==> src/rtl/instruction_sequencer.sv <==
// instruction_sequencer
//   Control path of a small CPU. Fetches a command word from instruction memory,
//   resolves address-flagged operands through a register-file read port, hands
//   add/sub/invert/mov to the execution unit over a valid/ready handshake and
//   executes the conditional jumps jfe/jfl/jfg internally from latched flags.
//
//   Command word: {opcode[OPC_W], f1, v1[DATA_W], f2, v2[DATA_W]}; fN=1 -> vN is
//   a register address instead of an immediate.
//
// Ports
//   clock, reset                 single clock, synchronous active-high reset
//   instructionPointer, instrReq instruction memory address / fetch request
//   commandIn, instrValid        fetched command word and its valid
//   regReadReq, regReadAddr      register read request / address
//   regReadData, regReadValid    register read data / valid
//   opValid, opReady             operation handshake towards execution unit
//   opcodeOut, value1Out,
//   value2Out, value1Addy        operation payload (value1Addy = raw v1 field)
//   opDone, flagsIn              completion strobe and {gt,eq,lt} result flags
//   halted                       sticky stop indication
//   trap                         one-cycle illegal-opcode pulse
//
// Build option
//   ILLEGAL_TRAP_EN : illegal opcodes pulse trap and jump to TRAP_VECTOR.
//                     When undefined, illegal opcodes halt and trap stays 0.

module instruction_sequencer #(
  parameter int DATA_W      = 8,
  parameter int OPC_W       = 6,
  parameter int IP_W        = 8,
  parameter int RESET_IP    = 0,
  parameter int TRAP_VECTOR = 255,
  localparam int CMD_W      = OPC_W + 2 * (DATA_W + 1)
) (
  input  logic              clock,
  input  logic              reset,
  output logic [IP_W-1:0]   instructionPointer,
  output logic              instrReq,
  input  logic [CMD_W-1:0]  commandIn,
  input  logic              instrValid,
  output logic              regReadReq,
  output logic [DATA_W-1:0] regReadAddr,
  input  logic [DATA_W-1:0] regReadData,
  input  logic              regReadValid,
  output logic              opValid,
  input  logic              opReady,
  output logic [OPC_W-1:0]  opcodeOut,
  output logic [DATA_W-1:0] value1Out,
  output logic [DATA_W-1:0] value2Out,
  output logic [DATA_W-1:0] value1Addy,
  input  logic              opDone,
  input  logic [2:0]        flagsIn,
  output logic              halted,
  output logic              trap
);

`ifdef ILLEGAL_TRAP_EN
  localparam bit TRAP_EN = 1'b1;
`else
  localparam bit TRAP_EN = 1'b0;
`endif

  localparam logic [OPC_W-1:0] OP_HALT = OPC_W'(0);
  localparam logic [OPC_W-1:0] OP_JFE  = OPC_W'(5);
  localparam logic [OPC_W-1:0] OP_JFL  = OPC_W'(6);
  localparam logic [OPC_W-1:0] OP_JFG  = OPC_W'(7);
  localparam logic [IP_W-1:0]  IP_RST  = IP_W'(RESET_IP);
  localparam logic [IP_W-1:0]  IP_TRAP = IP_W'(TRAP_VECTOR);

  typedef enum logic [2:0] {
    S_FETCH, S_DECODE, S_RD1, S_RD2, S_EXEC, S_WAIT, S_JUMP, S_HALT
  } state_t;

  state_t              state_q, state_d;
  logic [IP_W-1:0]     ip_q, ip_d;
  logic [CMD_W-1:0]    cmd_q, cmd_d;
  logic [DATA_W-1:0]   val1_q, val1_d, val2_q, val2_d;
  logic [2:0]          flags_q, flags_d;  // {gt, eq, lt}
  logic                instr_req_q, instr_req_d;
  logic                reg_read_req_q, reg_read_req_d;
  logic [DATA_W-1:0]   reg_read_addr_q, reg_read_addr_d;
  logic                op_valid_q, op_valid_d;
  logic [OPC_W-1:0]    opcode_out_q, opcode_out_d;
  logic [DATA_W-1:0]   value1_out_q, value1_out_d;
  logic [DATA_W-1:0]   value2_out_q, value2_out_d;
  logic [DATA_W-1:0]   value1_addy_q, value1_addy_d;
  logic                halted_q, halted_d;
  logic                trap_q, trap_d;

  // Fields of the latched command word
  logic [OPC_W-1:0]  cmd_opc;
  logic              cmd_f1, cmd_f2;
  logic [DATA_W-1:0] cmd_v1, cmd_v2;
  logic              cmd_is_jump, jump_taken;
  state_t            operand_done_state;

  assign cmd_opc = cmd_q[CMD_W-1 -: OPC_W];
  assign cmd_f1  = cmd_q[2*DATA_W+1];
  assign cmd_v1  = cmd_q[2*DATA_W -: DATA_W];
  assign cmd_f2  = cmd_q[DATA_W];
  assign cmd_v2  = cmd_q[DATA_W-1:0];

  assign cmd_is_jump = (cmd_opc == OP_JFE) || (cmd_opc == OP_JFL) || (cmd_opc == OP_JFG);
  assign jump_taken  = ((cmd_opc == OP_JFE) && flags_q[1]) ||
                       ((cmd_opc == OP_JFL) && flags_q[0]) ||
                       ((cmd_opc == OP_JFG) && flags_q[2]);
  // Where to go once all operands are resolved
  assign operand_done_state = cmd_is_jump ? S_JUMP : S_EXEC;

  always_comb begin
    state_d         = state_q;
    ip_d            = ip_q;
    cmd_d           = cmd_q;
    val1_d          = val1_q;
    val2_d          = val2_q;
    flags_d         = flags_q;
    reg_read_addr_d = reg_read_addr_q;
    opcode_out_d    = opcode_out_q;
    value1_out_d    = value1_out_q;
    value2_out_d    = value2_out_q;
    value1_addy_d   = value1_addy_q;
    trap_d          = 1'b0;

    case (state_q)
      S_FETCH: begin
        if (instr_req_q && instrValid) begin
          cmd_d   = commandIn;
          state_d = S_DECODE;
        end
      end
      S_DECODE: begin
        // Immediates first; register reads overwrite them below.
        val1_d = cmd_v1;
        val2_d = cmd_v2;
        if (cmd_opc == OP_HALT) begin
          state_d = S_HALT;
        end else if (cmd_opc > OP_JFG) begin
          if (TRAP_EN) begin
            trap_d  = 1'b1;
            ip_d    = IP_TRAP;
            state_d = S_FETCH;
          end else begin
            state_d = S_HALT;
          end
        end else if (cmd_f1) begin
          reg_read_addr_d = cmd_v1;
          state_d         = S_RD1;
        end else if (cmd_f2) begin
          reg_read_addr_d = cmd_v2;
          state_d         = S_RD2;
        end else begin
          state_d = operand_done_state;
        end
      end
      S_RD1: begin
        if (reg_read_req_q && regReadValid) begin
          val1_d = regReadData;
          if (cmd_f2) begin
            reg_read_addr_d = cmd_v2;
            state_d         = S_RD2;
          end else begin
            state_d = operand_done_state;
          end
        end
      end
      S_RD2: begin
        if (reg_read_req_q && regReadValid) begin
          val2_d  = regReadData;
          state_d = operand_done_state;
        end
      end
      S_EXEC: begin
        if (op_valid_q && opReady) state_d = S_WAIT;
      end
      S_WAIT: begin
        if (opDone) begin
          flags_d = flagsIn;
          ip_d    = ip_q + IP_W'(1);
          state_d = S_FETCH;
        end
      end
      S_JUMP: begin
        ip_d    = jump_taken ? IP_W'(val1_q) : ip_q + IP_W'(1);
        state_d = S_FETCH;
      end
      default: state_d = S_HALT;
    endcase

    // Outputs are registered from the next state so they line up with it.
    instr_req_d    = (state_d == S_FETCH);
    reg_read_req_d = (state_d == S_RD1) || (state_d == S_RD2);
    op_valid_d     = (state_d == S_EXEC);
    halted_d       = (state_d == S_HALT);

    // Payload is captured once on entry to EXEC and held through backpressure.
    if ((state_d == S_EXEC) && (state_q != S_EXEC)) begin
      opcode_out_d  = cmd_opc;
      value1_out_d  = val1_d;
      value2_out_d  = val2_d;
      value1_addy_d = cmd_v1;
    end
  end

  always_ff @(posedge clock) begin
    if (reset) begin
      state_q         <= S_FETCH;
      ip_q            <= IP_RST;
      cmd_q           <= '0;
      val1_q          <= '0;
      val2_q          <= '0;
      flags_q         <= '0;
      instr_req_q     <= 1'b0;
      reg_read_req_q  <= 1'b0;
      reg_read_addr_q <= '0;
      op_valid_q      <= 1'b0;
      opcode_out_q    <= '0;
      value1_out_q    <= '0;
      value2_out_q    <= '0;
      value1_addy_q   <= '0;
      halted_q        <= 1'b0;
      trap_q          <= 1'b0;
    end else begin
      state_q         <= state_d;
      ip_q            <= ip_d;
      cmd_q           <= cmd_d;
      val1_q          <= val1_d;
      val2_q          <= val2_d;
      flags_q         <= flags_d;
      instr_req_q     <= instr_req_d;
      reg_read_req_q  <= reg_read_req_d;
      reg_read_addr_q <= reg_read_addr_d;
      op_valid_q      <= op_valid_d;
      opcode_out_q    <= opcode_out_d;
      value1_out_q    <= value1_out_d;
      value2_out_q    <= value2_out_d;
      value1_addy_q   <= value1_addy_d;
      halted_q        <= halted_d;
      trap_q          <= trap_d;
    end
  end

  assign instructionPointer = ip_q;
  assign instrReq           = instr_req_q;
  assign regReadReq         = reg_read_req_q;
  assign regReadAddr        = reg_read_addr_q;
  assign opValid            = op_valid_q;
  assign opcodeOut          = opcode_out_q;
  assign value1Out          = value1_out_q;
  assign value2Out          = value2_out_q;
  assign value1Addy         = value1_addy_q;
  assign halted             = halted_q;
  assign trap               = TRAP_EN ? trap_q : 1'b0;

endmodule

==> config.mk <==
export PLATFORM = sky130hd
export DESIGN_NAME = instruction_sequencer
export DESIGN_NICKNAME = d
export VERILOG_FILES = /design/src/rtl/instruction_sequencer.sv
export SDC_FILE = /design/constraint.sdc
export NUM_CORES = 1
export LEC_CHECK = 0
export ABC_AREA = 1
export CORE_MARGIN = 5
export CORE_UTILIZATION = 46
export CTS_CLUSTER_DIAMETER = 60
export DETAILED_ROUTE_END_ITERATION = 6
export HOLD_SLACK_MARGIN = 0.06
export PLACE_DENSITY_LB_ADDON = 0.25
export SLEW_MARGIN = 20
export SYNTH_ARGS = -nofsm -noshare
export SYNTH_HDL_FRONTEND = slang
export SYNTH_SLANG_ARGS = --single-unit
==> constraint.sdc <==
create_clock -name clock -period 1.55 [get_ports clock]
set_input_delay 0.31 -clock clock [delete_from_list [all_inputs] [get_ports clock]]
set_output_delay 0.31 -clock clock [all_outputs]
set_load 0.01 [all_outputs]
== Word-level counts from Yosys, hierarchy flattened ==
Index checks and enable logic that the tools add are counted.
Cells by class
  $add $sub $neg: 1
  multipliers: 0
  divide/modulo/power cells: 0
  order comparisons: 1
  equality and inequality tests: 18
  shift-type cells: 0
  muxes and demuxes: 24
  bitwise gates (word level): 0
  reduce and logical (&&, ||, !) cells: 21
Operator list (count)
  $mux 8: 9
  $pmux 8 s2: 4
  $mux 3: 9
  $pmux 3 s7: 1
  $eq 6x3->1 const B: 3
  $eq 3x3->1 const B: 5
  $eq 3x2->1 const B: 4
  $add 8x1->8 const B: 1
  $ne 2x2->1 const B: 4
  $logic_and 1x1->1: 7
  $gt 6x3->1 const B: 1
  $logic_not 3->1: 2
  $logic_not 6->1: 1
  $reduce_and 2->1: 3
  $logic_or 1x1->1: 5
  $reduce_and 4->1: 1
  $reduce_bool 2->1: 2
  $eq 3x1->1 const B: 1
  $ne 3x3->1 const B: 1
  $mux 2: 1
Storage, ports and cells
  flip-flop bits (word level): 96
  latch bits: 0
  memory bits (writable): 0
  memory bits (read-only): 0
  input bits: 41
  output and inout bits: 51
  memories kept: 0

== Logic depth before layout (Yosys ltp) ==
Gate-level depths: netlist of run 1.
  depth in word-level cells: 11
  mapped depth: 13

== Worst setup path after synthesis of run 1 ==
No wires, ideal clock.
  path type: register to register
  start point: register reg_read_req_q (netlist: regReadReq)
  end point: register opcode_out_q[0] (netlist: opcodeOut[0])
  setup time: 62 ps
  arrival: 1603 ps
  data required time: 1488 ps
  setup slack: -116 ps
  cell stages (with the launch flop): 13
  buffers on the path: 2
  cell sequence: dfxtp_1 -> nand2_1 -> buf_2 -> nand2_1 -> nand2_1 -> nor2_1 -> nand3_2 -> nor2_4 -> nand2_2 -> nor2_8 -> buf_12 -> nor2_2 -> nor2_2
On the way
  cells in the longest elaborated chain, start to end: 5
  elaborated cells between the ends (all ways): 6
  those cells by class: eq/ne (1); mux (3); reduce/logical (2)
Ends and longest elaborated chain
  start, declared: RTL line 80  | logic reg_read_req_q, reg_read_req_d;
  start signal, assigned: RTL line 230  | reg_read_req_q <= reg_read_req_d;
  $logic_and 1x1->1 (*): RTL line 156, 167
  $mux 3 (on tied branches): RTL line 167, 156
  $pmux 3 s7 (*): RTL line 124  | case (state_q)
  $eq 3x3->1 (*): RTL line 196  | if ((state_d == S_EXEC) && (state_q != S_EXEC)) begin
  $logic_and 1x1->1 (*): RTL line 196
  end signal, assigned: RTL line 233  | opcode_out_q <= opcode_out_d;
  end, declared: RTL line 83  | logic [OPC_W-1:0] opcode_out_q, opcode_out_d;
Every way passes the cells marked *; elsewhere a longest branch is shown, timed or not.
A chain may end at the register's enable or synchronous reset.

== Worst setup path after layout of run 1 ==
  start point: register state_q[1]
  end point: register value1_out_q[4] (netlist: value1Out[4])
On the way
  cells in the longest elaborated chain, start to end: 4
  elaborated cells between the ends (all ways): 17
  those cells by class: eq/ne (8); mux (7); reduce/logical (2)
Ends and longest elaborated chain
  start, declared: RTL line 74  | state_t state_q, state_d;
  start signal, assigned: RTL line 223  | state_q <= state_d;
  $eq 3x3->1 (tied with other cells): RTL line 124
  $pmux 3 s7: RTL line 124
  $eq 3x3->1: RTL line 196
  $logic_and 1x1->1: RTL line 196
  end signal, assigned: RTL line 234  | value1_out_q <= value1_out_d;
  end, declared: RTL line 84  | logic [DATA_W-1:0] value1_out_q, value1_out_d;
Parallel ways exist; a longest one is shown, timed or not.

==> results.tsv, run 1 <==
stage	metric	value	unit
sta	timing.fmax	546	MHz
route	postRouteWirelength	14.5	mm
setup_path	cp-end-kind	flop	
synth	ys.flop_type	dfxtp_1	
sta	clock_skew	0.0146	ns
sta	hold_viol_final	0	
sta	timing.hold.ws	0.456	ns
power_and_ir_drop	p_leak	3.08	nW
floorplanning	dieArea	11900	µm²
synth	synth_cells	613	
layout	n_antenna_cell	0	
placed_design	dp_hpwl	9.91	mm
grt	grt_pass1_vias	4667	
layout	register_area	1940	µm²
floorplanning	initial_core_util	46.8	%
clock_tree	clockBufferDepth	2	
floorplanning	design.core.area	9680	µm²
synth	ys_ff_latch	96	
setup_path	crit_required	1.86	ns
layout	nets	819	
status	violations	negative setup slack	
layout	drive_above_1_share	34.2	%
sta	slew_violations	0	
placed_design	pre_cts_slack	-0.637	ns
setup_path	timing.rr.start	state_q[1]	
route	drt_first_pass_iters	7	
floorplanning	num_rows	36	
route	drc_errors	0	
hold_path	hp-start	flags_q[1]	
setup_path	cp-startpoint	state_q[1]	
setup_path	crit_type	reg2reg	
placed_design	io_buffers	90	
clock_tree	insertion_delay	0.37	ns
placed_design	place.gp.congestion	0.926	
clock_tree	ctsHtreeMaxLevel	3	
setup_path	arrival	2.14	ns
layout	final_cells	914	
clock_tree	root_buffer	clkbuf_8	
grt	grt_overflow_total	0	
synth	ys_types	35	
grt	antenna_found_initial	0	
hold_path	hp-class	reg2reg	
sta	min_period_over_period	118	%
sta	fin_ws	-0.282	ns
layout	multi_input_area	2670	µm²
layout	area_growth	54.3	%
grt	track_usage	23.9	%
clock_tree	cts_tree	built	
sta	setup_violations	49	
setup_path	critPathMaxFanout	6	
placed_design	placedCellCount	877	
floorplanning	num_io_pins	92	
clock_tree	cts_sinks	96	
sta	period_needed	1.83	ns
grt	grt_pass1_wl	22.4	mm
sta	rsz0062_at_grt	true	
synth	yosys.area.top_type_share	42.4	%
route	avgViaCountPerCell	5.20	
status	status	finished with violations	
synth	async_reset_ff_share	0	%
setup_path	cp-start-kind	flop	
power_and_ir_drop	powerDensity	2010	nW/µm²
route	ant_nets	0	
synth	yosys_warnings	0	
clock_tree	clkSlewWorstSetupHoldPaths	0.09	ns
synth	syn_area_per_cell	7.39	µm²
synth	synth_nets	655	
route	drtIter0Drc	224	
floorplanning	die_x	109	µm
route	wire_per_inst	15.9	µm
power_and_ir_drop	finalPower	14.1	mW
layout	fillers	751	
synth	synth_area_leaders	dfxtp_1 42%, nor2_2 8.7%, nand2_1 8.2%, a21oi_1 6.2%, nand3_1 5.1%	
power_and_ir_drop	peakVddDrop	1.27	mV
job	drv_cap	0	
synth	ys_seq_area_share	42.4	%
placed_design	place_area	6070	µm²
floorplanning	die_y	109	µm
layout	final_cell_area	6990	µm²
synth	synth_edf_count	0	
grt	grt_max_degree	49	
route	vias	4753	
synth	synth.cell_area	4530	µm²
clock_tree	numCtsBuffers	9	
synth	synth.largest_area_cell	dfxtp_1	
critical path, cell delays in order, from the launching register on:
cell and delay [ns]:
dfxtp_4 0.37, buf_6 0.12, inv_6 0.07, nand3_2 0.09
nor2_4 0.14, buf_4 0.12, nor2_2 0.04, nand3_2 0.09
nand2_4 0.08, buf_12 0.13, nor2_8 0.11, buf_12 0.15
buf_12 0.14, nor2_2 0.04, nor2_2 0.08
power breakdown:
part           internal (mW)  switching (mW)  leakage [nW]
sequential              2.97           0.345         0.785
clock                  0.746           0.901        0.0957
combinational           4.19            4.91          2.20
total                   7.91            6.15          3.08
per-layer routing:
| layer | routed length (µm) | global-route usage (%) | vias to the layer above | share of wire, % |
|---|---|---|---|---|
| li1 | - | - | 2338 | - |
| met1 | 5880 | 29.6 | 2218 | 41 |
| met4 | 351 | 9.35 | 0 | 2.4 |
| met2 | 7510 | 41.4 | 168 | 52 |
| met3 | 751 | 4.26 | 29 | 5.2 |
| met5 | 0 | 0 | - | 0 |
path summary, 6_finish.rpt:
path / end / slack (ns) / cells past startpoint
min: flags_q[1] / 0.46 / 2
max: value1Out[4] / -0.28 / 14
min reg2reg: flags_q[1] / 0.46 / 2
max reg2reg: value1Out[4] / -0.28 / 14
cells by family (layout without fill, tap and decap cells):
kind of cell	count (synthesis)	after routing	share of synthesized area, %
buffers and inverters	92	260	9.44
AO/OA/AOI/OAI	135	135	15.9
AND/OR/NAND/NOR	285	285	31.3
other	1	1	0.0828
XOR/XNOR	3	3	0.580
adder cells (fa/ha/maj)	1	1	0.276
flip-flops	96	96	42.4
synthesized netlist by cell type, types with 2 or more instances:
cell type  instances
nor3_1             5
buf_12             3
or2_2              8
nand4_1            5
clkbuf_1          15
buf_2             10
o21ai_1           10
nand2_1           99
nand2_2            3
xor2_1             2
inv_2              7
nor2_2            63
nand3_2            5
nor2_1            40
a211oi_1           5
o21ai_0           46
dfxtp_1           96
a21oi_1           56
inv_1             50
nand3b_1           9
a31oi_1            3
o211ai_1           4
buf_4              3
o22ai_1           10
nand3_1           46
cell usage in the layout (no fill, tap or decap), drive strengths merged:
| cell type | instances |
|---|---|
| a21oi | 57 |
| xor2 | 2 |
| bufinv | 1 |
| ha | 1 |
| clkbuf | 10 |
| nand4 | 5 |
| a211oi | 5 |
| clkdlybuf4s50 | 39 |
| nor3 | 5 |
| dlymetal6s2s | 1 |
| nand2 | 102 |
| xnor2 | 1 |
| dlygate4sd2 | 50 |
| nor2 | 105 |
| buf | 95 |
| conb | 1 |
| dfxtp | 96 |
| a31oi | 3 |
| nand3b | 9 |
| o211ai | 4 |
| o21ai | 56 |
| nand3 | 51 |
| inv | 59 |
| or2 | 8 |
| clkinv | 4 |
| o22ai | 10 |
| clkinvlp | 1 |
layout make-up:
| cell class | instances | share of cell area (%) |
|---|---|---|
| clock buffers | 9 | 1.77 |
| clock inverters | 6 | 0.984 |
| inverters | 59 | 3.35 |
| multi-input cells | 425 | 38.2 |
| flip-flops and latches | 96 | 27.7 |
| well taps | 133 | 2.38 |
| repair buffers | 186 | 25.6 |
timing repair:
item,4_1_cts,5_1_grt
cloned,4,3
setup endpoints to repair,108,76
buffers inserted,10,8
hold buffers,0,0
resized for setup,115,79
hold endpoints to repair,0,0
pin swaps,13,16
stage by stage:
step	utilization (%)	TNS (ns)
floorplan	-	-0.102
global placement	62.7	-28.14
detailed placement	62.7	-30.07
CTS	68.6	-7.78
global route	72.2	-14.37
finish	72.2	-10.31
registers in the layout, indices dropped and copies added (netlist names), 8 cells and up:
name	cells
regReadAddr	8
val1_q	8
val2_q	8
value1Addy	8
cmd_q	24
value1Out	8
value2Out	8
instructionPointer	8
Note: power is estimated with default switching activity, not from simulation.
==> inputs of run 2 (changes only) <==
Settings changed: GPL_ROUTABILITY_DRIVEN set to 0.
==> run 2 against run 1 <==
Effect of this change: final area shrank 3.5%; critical endpoint is now opcodeOut[2]; utilization fell by 2.6 points; critical path depth fell by 4; sequential share of layout area grew 1.0 points; register-to-register slack better by 0.03 ns; fmax increased by 1.5%; first-iteration DRC count is 53% higher; flip-flop and latch count did not move; the flow still finishes with violations (negative setup slack); final cell count down 1.6%.
==> results.tsv, run 2 (synthesis results as in run 1) <==
stage	metric	value	unit
status	status	finished with violations	
status	violations	negative setup slack	
setup_path	crit_type	reg2reg	
route	postRouteWirelength	14.6	mm
placed_design	placedCellCount	869	
floorplanning	initial_core_util	46.8	%
clock_tree	cts-hold-fix-buffers	0	
layout	area_growth	48.9	%
hold_path	hp-class	reg2reg	
layout	n_antenna_cell	0	
setup_path	cp_cell_sequence	nor2_1 > nand4_1 > nand2_1 > nor2_2 > nand3_2 > nor2_4 > buf_6 > nand3_1 > nand2_2 > nor2_2	
floorplanning	die_x	109	µm
setup_path	arrival	2.08	ns
floorplanning	dieArea	11900	µm²
setup_path	slowest_delay	0.41	ns
setup_path	critPathMaxFanout	6	
clock_tree	cts_tree	built	
floorplanning	num_io_pins	92	
layout	final_common_cell	dfxtp_1	
layout	largest_reg_flops	24	
setup_path	crit_top_cell	nor2_2	
sta	clock_skew	0.0123	ns
route	ant_nets	0	
grt	grt_pass1_wl	21.7	mm
setup_path	critPathBufInv	1	
setup_path	cp-start-kind	flop	
power_and_ir_drop	p_leak	2.94	nW
floorplanning	design.core.area	9680	µm²
sta	slew_violations	0	
placed_design	dp_hpwl	9.64	mm
layout	nets	804	
route	drtIter0Drc	343	
setup_path	slowest_stage	dfxtp_4	
clock_tree	numCtsBuffers	9	
job	drv_cap	0	
clock_tree	clkSlewWorstSetupHoldPaths	0.09	ns
clock_tree	ctsHtreeMaxLevel	3	
route	wire_per_inst	16.2	µm
floorplanning	die_y	109	µm
sta	hold_viol_final	0	
route	drt_first_pass_iters	6	
hold_path	hp-start	flags_q[0]	
grt	grt_pass1_vias	4493	
setup_path	crit_required	1.83	ns
setup_path	critPathTopFamily	simple AND/OR/NAND/NOR gates	
setup_path	cp-startpoint	state_q[1]	
sta	rsz0062_at_grt	true	
layout	fin_util	69.6	%
sta	period_needed	1.80	ns
placed_design	io_buffers	90	
layout	drive_above_1_share	35.2	%
layout	mostFrequentLayoutCells	89 x dfxtp_1, 87 x nand2_1, 70 x nor2_2	
sta	timing.hold.ws	0.454	ns
clock_tree	root_buffer	clkbuf_8	
power_and_ir_drop	peakVddDrop	1.68	mV
route	drc_errors	0	
sta	setup-tns-final	-7.17	ns
route	avgViaCountPerCell	5.32	
route	vias	4786	
placed_design	pre_cts_slack	-0.587	ns
setup_path	timing.rr.start	state_q[1]	
clock_tree	cts_sinks	96	
layout	final_cells	899	
floorplanning	num_rows	36	
sta	setup_violations	51	
sta	fin_ws	-0.254	ns
sta	timing.fmax	554	MHz
setup_path	cp-end-kind	flop	
clock_tree	insertion_delay	0.37	ns
grt	track_usage	23.3	%
grt	antenna_found_initial	0	
clock_tree	clockBufferDepth	2	
sta	min_period_over_period	116	%
grt	grt_overflow_total	0	
layout	regMostFlops	cmd_q	
grt	grt_max_degree	49	
power_and_ir_drop	powerDensity	2000	nW/µm²
-- run 2: final timing paths --
kind / endpoint / slack, ns / cells past startpoint
worst max register to register: opcodeOut[2] / -0.25 / 10
worst min register to register: flags_q[0] / 0.45 / 2
worst min-delay path: flags_q[0] / 0.45 / 2
worst max-delay path: opcodeOut[2] / -0.25 / 10
-- run 2: worst register-to-register path, stage by stage (launching register included) --
cell and delay [ns]:
dfxtp_4 0.41, nor2_1 0.10, nand4_1 0.15, nand2_1 0.09
nor2_2 0.16, nand3_2 0.12, nor2_4 0.24, buf_6 0.19
nand3_1 0.11, nand2_2 0.10, nor2_2 0.04
-- run 2: what timing repair did --
action                     in CTS  in global routing
pin swaps                       9                 26
resized for setup              91                109
setup buffers                   8                  6
gates cloned                    4                  5
setup endpoints to repair     117                 86
-- run 2: metal layers --
metal	global-route usage (%)	share of wire [%]
met5	0	0
met4	11.9	4.3
met3	3.67	6.9
met2	38.0	48
met1	29.8	40
-- run 2: where the power goes --
part / leakage [nW] / switching [mW] / internal [mW] / total, mW
registers: 0.784 / 0.343 / 2.98 / 3.32
clock network: 0.106 / 0.873 / 0.832 / 1.70
logic: 2.05 / 4.87 / 3.61 / 8.48
total: 2.94 / 6.09 / 7.42 / 13.5
-- run 2: metrics by stage --
| stage | area [µm²] | total power [mW] |
|---|---|---|
| 2_1_floorplan | 4580 | 7.67 |
| 3_3_place_gp | 6000 | 9.83 |
| 3_5_place_dp | 6000 | 9.96 |
| 4_1_cts | 6380 | 12.5 |
| 5_1_grt | 6740 | 14.3 |
| 6_report | 6740 | 13.5 |
-- run 2: layout make-up --
class	instances	area [µm²]
repair buffers	171	1600
multi-input cells	425	2600
inverters	59	236
flip-flops and latches	96	1940
well taps	133	166
fillers	768	2940
clock inverters	4	52.6
clock buffers	11	151
==> inputs of run 3 (changes only) <==
Settings changed: CORE_MARGIN 5 to not set, SLEW_MARGIN 20 to 0, TNS_END_PERCENT set to 10.
==> run 3 against run 2 <==
Effect of this change: the run still ends with negative setup slack left; non-clock buffer count down 1; final area shrank 2.9%; utilization up 0.27 points; register-to-register slack lost 0.09 ns; sequential power hardly changed; final cell count fell by 0.44%; critical path type unchanged; highest routed layer unchanged.
==> results.tsv, run 3 (synthesis results as in run 1) <==
stage	metric	value	unit
hold_path	hold_end	flags_q[1]	
route	vias	4790	
setup_path	crit_type	reg2reg	
setup_path	critPathMaxFanout	12	
placed_design	pre_cts_slack	-0.689	ns
route	wire_per_inst	15.7	µm
layout	drive_above_1_share	30.3	%
grt	grt_overflow_total	0	
power_and_ir_drop	peakVddDrop	1.92	mV
floorplanning	num_io_pins	92	
setup_path	arrival	2.16	ns
clock_tree	cts-hold-fix-buffers	0	
floorplanning	die_x	101	µm
clock_tree	root_buffer	clkbuf_8	
grt	grt_max_degree	49	
floorplanning	dieArea	10200	µm²
hold_path	hp-class	reg2reg	
status	status	finished with violations	
sta	setup_violations	43	
route	avgViaCountPerCell	5.35	
route	drt_first_pass_iters	5	
setup_path	crit_required	1.82	ns
sta	clock_skew	0.00990	ns
route	ant_nets	0	
sta	slew_violations	0	
clock_tree	numCtsBuffers	9	
setup_path	timing.rr.start	state_q[1]	
layout	area_growth	44.6	%
floorplanning	die_y	101	µm
setup_path	r2r_end	value1Out[3]	
hold_path	hp-start	flags_q[1]	
floorplanning	initial_core_util	48.3	%
placed_design	place_area	5960	µm²
setup_path	cp-end-kind	flop	
setup_path	cp-startpoint	state_q[1]	
layout	mostFrequentLayoutCells	91 x nand2_1, 88 x dfxtp_1, 64 x nor2_2	
grt	grt_pass1_wl	21.5	mm
floorplanning	num_rows	35	
sta	hold_viol_final	0	
setup_path	rrSetupSlack	-0.34	ns
grt	grt_pass1_vias	4601	
setup_path	reg2regPathDepth	12	
power_and_ir_drop	finalPower	13.0	mW
power_and_ir_drop	powerDensity	1980	nW/µm²
sta	rsz0062_at_grt	true	
sta	fin_ws	-0.341	ns
hold_path	min_path_cells	2	
sta	min_period_over_period	122	%
placed_design	placedCellCount	866	
clock_tree	cts_tree	built	
layout	final_cells	895	
route	drtIter0Drc	399	
layout	largest_reg_flops	24	
clock_tree	clockBufferDepth	2	
layout	final_cell_area	6550	µm²
floorplanning	design.core.area	9370	µm²
placed_design	io_buffers	90	
layout	regMostFlops	cmd_q	
placed_design	dp_hpwl	9.64	mm
status	violations	negative setup slack	
clock_tree	cts_sinks	96	
setup_path	cp-start-kind	flop	
clock_tree	clkSlewWorstSetupHoldPaths	0.09	ns
clock_tree	insertion_delay	0.37	ns
layout	nets	803	
sta	period_needed	1.89	ns
layout	n_antenna_cell	0	
grt	antenna_found_initial	0	
layout	final_common_cell	nand2_1	
sta	timing.fmax	529	MHz
job	drv_cap	0	
route	drc_errors	0	
power_and_ir_drop	p_leak	2.90	nW
grt	track_usage	27.2	%
clock_tree	ctsHtreeMaxLevel	3	
route	postRouteWirelength	14.1	mm
-- run 3: worst max path at each step --
stage / slack, ns / end
after floorplan: -0.003 / opcodeOut[0]
after global placement: -0.62 / value2Out[7]
after detailed placement: -0.69 / opcodeOut[3]
after CTS: -0.19 / opcodeOut[3]
after global routing: -0.40 / value2Out[7]
final: -0.34 / value1Out[3]
-- run 3: through the flow --
stage / hold WS [ns] / util, % / setup TNS (ns)
after floorplan: 0.424 / - / -0.102
after global placement: 0.434 / 63.6 / -26.75
after detailed placement: 0.440 / 63.6 / -30.32
after CTS: 0.454 / 68.2 / -5.22
after global routing: 0.501 / 69.9 / -14.57
final: 0.474 / 69.9 / -10.75
-- run 3: area by class of cell --
cell class,instances,area [µm²]
clock buffer,9,124
clock inverter,7,104
fill,774,2820
inverter,59,231
multi-input combinational,425,2420
sequential,96,1940
tap,129,161
timing repair buffer,170,1570
-- run 3: routing by layer --
metal	wire (µm)	GRT usage, %
met5	0	0
met4	529	14.5
met3	980	4.28
met2	7010	47.7
met1	5560	31.9
-- run 3: critical path: stages (launching register included) --
cell and delay (ns):
dfxtp_4 0.38, buf_6 0.12, nand3_4 0.09, buf_6 0.10
buf_4 0.09, nand3_1 0.09, nor2_1 0.16, nand3_1 0.14
nor2_4 0.19, buf_6 0.18, nand3_1 0.09, nand2_1 0.11
nor2_2 0.05
-- run 3: power breakdown --
part / total [mW] / internal, mW / leakage [nW] / switching (mW)
Sequential: 3.32 / 2.97 / 0.785 / 0.346
Clock: 1.88 / 0.928 / 0.108 / 0.953
Combinational: 7.75 / 3.33 / 2.01 / 4.43
Total: 13.0 / 7.23 / 2.90 / 5.73
-- run 3: repair_timing --
action / 4_1_cts / 5_1_grt
setup buffers: 8 / 4
cloned: 1 / 1
gates resized for setup: 96 / 35
pin swaps: 15 / 13
endpoints found under the setup margin: 113 / 73
==> variant 1, RTL diff (settings of run 1) <==
Change the localparam `TRAP_EN` from 1'b0 to 1'b1.
--- a/src/rtl/instruction_sequencer.sv
+++ b/src/rtl/instruction_sequencer.sv
@@ -57,7 +57,7 @@
 `ifdef ILLEGAL_TRAP_EN
   localparam bit TRAP_EN = 1'b1;
 `else
-  localparam bit TRAP_EN = 1'b0;
+  localparam bit TRAP_EN = 1'b1;
 `endif
 
   localparam logic [OPC_W-1:0] OP_HALT = OPC_W'(0);
Check against the original RTL: not equivalent (Yosys sat finds a counterexample within 4 cycles, from zero or initial values and one cycle with reset high).
==> variant 1 against run 1 <==
The flow still finishes with violations (setup timing); cell area shrank 2.5%; wire length is 1.5% higher; synthesized area fell by 1.6%; setup slack improved by 0.045 ns; critical path depth shrank 3; count of clock-buffer cells in the layout grew 2; sequential share of layout area rose by 1.1 points; sequential cell count up 1; via count grew 1.9%; global-route usage up 0.35 points; power fell by 4.7%; critical path type unchanged; largest cell class unchanged; highest routed layer unchanged.
==> variant 1: results (changes against run 1) <==
stage,metric,value,unit,change
detailed_routing,Total Wirelength,14700,um,+1.5%
critical_path,Critical Path End,value1Addy[3],,
grt,Global Route Usage Sum,0.243,,+0.00352
yosys,Synth Net Count,669,,+2.1%
finish,fill count,821,,+9.3%
placed_design,RD Place Congestion,0.906,,-2.1%
detailed_routing,WL met2,7470,um,-0.52%
placed_design,detailed placement HPWL,9660,um,-2.5%
placed_design,Placed Area,5940,um^2,-2.2%
finish,Seq cells,97,,+1.0%
grt,met3 usage,0.0466,,+0.00394
finish,inverters,61,,+3.4%
sta,Final Setup Violations,40,,-18%
detailed_routing,Vias/cell,5.27,,+1.3%
detailed_routing,vias post-DR,4845,,+1.9%
outcome,failing checks,setup timing,,
sta,final worst-path setup slack,-0.237,ns,+0.0452 ns
detailed_routing,DR pass1 iterations,6,,-1
finish,Synth-to-Final Area Change,53.0,%,
placed_design,port bufs,91,,+1.1%
pwr,Pleak,3.07,nW,-0.33%
detailed_routing,length of routed met3 wiring,851,um,+13%
pwr,Switching Share,0.419,,-0.0183
detailed_routing,metal1 wirelength,5960,um,+1.2%
critical_path,Critical Path AT,2.07,ns,-0.07 ns
outcome,status,"complete, but fails checks",,
yosys,Synth Area in XOR/XNOR,0.00786,,+0.00206
critical_path,Crit Path Max Fanout,7,,+1
finish,Signal buf overhead,0.257,,+0.000975
detailed_routing,Initial DRC Count,188,,-16%
finish,Multi-input comb cells,441,,+3.8%
cts,Post-CTS Setup Inserts,7,,-3
placed_design,Placed Cells,879,,+0.23%
finish,clock buffers,11,,+2
pwr,Clock power frac,0.129,,+0.012
finish,# nets final,825,,+0.73%
sta,TNS Setup,-6.43,ns,+3.88 ns
grt,largest net degree at the start of global routing,43,,-12%
[variant 1: cell count changes after synthesis, sizes merged, moves of 4 or more]
cell / change
nor3: -4
or2: -7
nand3b: -8
nor2: +15
o22ai: -4
o21ai: +19
a211oi: -5
nand3: +10
o211ai: +7
nand2: -10
buf: -6
[variant 1: worst max-delay path, cell delays in order (launching register included)]
cell,delay [ns]
dfxtp_4,0.39
inv_4,0.06
buf_12,0.12
nand3_4,0.09
nor2_4,0.05
nand2_2,0.08
nand4_1,0.21
nor2_4,0.29
clkbuf_16,0.22
nand3_2,0.06
nand2_1,0.08
nor2_1,0.04
[variant 1: through the flow]
stage / setup WS [ns] / power (mW) / hold WS [ns]
2_1_floorplan: 0.0159 / 7.44 / 0.379
3_3_place_gp: -0.489 / 9.94 / 0.443
3_5_place_dp: -0.526 / 10.1 / 0.446
4_1_cts: -0.114 / 12.4 / 0.460
5_1_grt: -0.306 / 14.3 / 0.475
6_report: -0.237 / 13.4 / 0.461
==> variant 2, RTL diff (config.mk and constraints of run 1) <==
Made on the original files. Re-encode `state_t` (8 states) as Gray code, 3 bits wide.
--- a/src/rtl/instruction_sequencer.sv
+++ b/src/rtl/instruction_sequencer.sv
@@ -68,7 +68,7 @@
   localparam logic [IP_W-1:0]  IP_TRAP = IP_W'(TRAP_VECTOR);
 
   typedef enum logic [2:0] {
-    S_FETCH, S_DECODE, S_RD1, S_RD2, S_EXEC, S_WAIT, S_JUMP, S_HALT
+    S_FETCH = 3'b000, S_DECODE = 3'b001, S_RD1 = 3'b011, S_RD2 = 3'b010, S_EXEC = 3'b110, S_WAIT = 3'b111, S_JUMP = 3'b101, S_HALT = 3'b100
   } state_t;
 
   state_t              state_q, state_d;
Formal check against the unedited RTL: no difference found for any inputs over 10 cycles, from zero or initial values and one cycle with reset high; not proved beyond that.
==> variant 2 against run 1 <==
The flow still finishes with violations (setup timing); setup slack worse by 0.075 ns; cell area down 4.7%; sequential cell count unchanged; wire length decreased by 0.99%; synthesized area decreased by 3.4%; die area down 3.1%; cell count fell by 4.7%; highest routed layer unchanged.
Power is not compared: it rests on default switching activity, and its combinational part moved more than twofold at a synthesized area within 25%.
==> variant 2: results (changes against run 1) <==
stage,metric,value,unit,change
grt,vias in the first global route,4317,,-7.5%
finish,share of layout cells above drive strength 1,0.321,,-0.0211
critical_path,Crit-path slowest cell,dfxtp_2,,
detailed_routing,Vias/cell,5.40,,+3.8%
sta,TNS Setup,-9.81,ns,+0.498 ns
grt,met2 usage,0.396,,-0.0175
detailed_routing,metal1 wirelength,6100,um,+3.6%
detailed_routing,DR pass1 iterations,5,,-2
finish,fill count,734,,-2.3%
detailed_routing,Avg WL per Cell,16.5,um,+3.9%
detailed_routing,Initial DRC Count,232,,+3.6%
placed_design,detailed placement HPWL,9340,um,-5.7%
yosys,share of synthesized area spent on multiplexers,0.00229,,+0.00229
cts,post_cts resized,119,,+3.5%
finish,Final clock-cell share,0.0310,,+0.00342
finish,inverters,42,,-29%
finish,# nets final,779,,-4.9%
yosys,Synth Net Count,624,,-4.7%
yosys,Synth Area in XOR/XNOR,0.00601,,+0.000206
finish,multi-input logic area,2520,um^2,-5.4%
grt,global-route wire length before repair,21900,um,-2.3%
sta,Clock Skew,0.0136,ns,-0.00106 ns
sta,Final Setup Violations,39,,-20%
finish,Multi-input comb cells,410,,-3.5%
grt,grt met1 use,0.315,,+0.0194
outcome,status,"complete, but fails checks",,
finish,Seq cells,96,,unchanged
finish,count of non-CTS buffers in the layout,178,,-4.3%
sta,final worst-path setup slack,-0.357,ns,-0.0754 ns
finish,storage element area,1940,um^2,+0.26%
yosys,Post-synth top cells,"dfxtp_1 (96), nand2_1 (95), nor2_1 (79), a21oi_1 (54), o21ai_0 (52)",,
grt,met3 usage,0.0342,,-0.00844
finish,clock buffers,10,,+1
outcome,failing checks,setup timing,,
placed_design,RD Place Congestion,0.934,,+0.82%
==> variant 2: changes by cell type in the layout (fill, tap and decap cells not counted), moves of 9 or more <==
cell / before / now
inv_1: 49 / 27
nor2_1: 27 / 73
nand3b_1: 9 / 0
nand3_1: 37 / 27
nor2_4: 34 / 7
nand2_1: 86 / 75
nor2_2: 43 / 24
==> variant 2: final timing paths <==
path	start	to	slack, ns	cells after the start
hold / removal	value1Addy[0]	value1Addy[0]	0.49	2
hold reg to reg	value1Addy[0]	value1Addy[0]	0.49	2
setup reg to reg	state_q[0]	opcodeOut[4]	-0.36	15
setup / recovery	state_q[0]	opcodeOut[4]	-0.36	15
==> variant 2: metrics by stage <==
step / cells / worst slack [ns] / cell area [um^2]
finish: 871 / -0.357 / 6670
global route: 871 / -0.450 / 6670
CTS: 863 / -0.270 / 6360
detailed placement: 831 / -0.736 / 5800
global placement: 831 / -0.630 / 5800
floorplan: 582 / 0.000236 / 4410
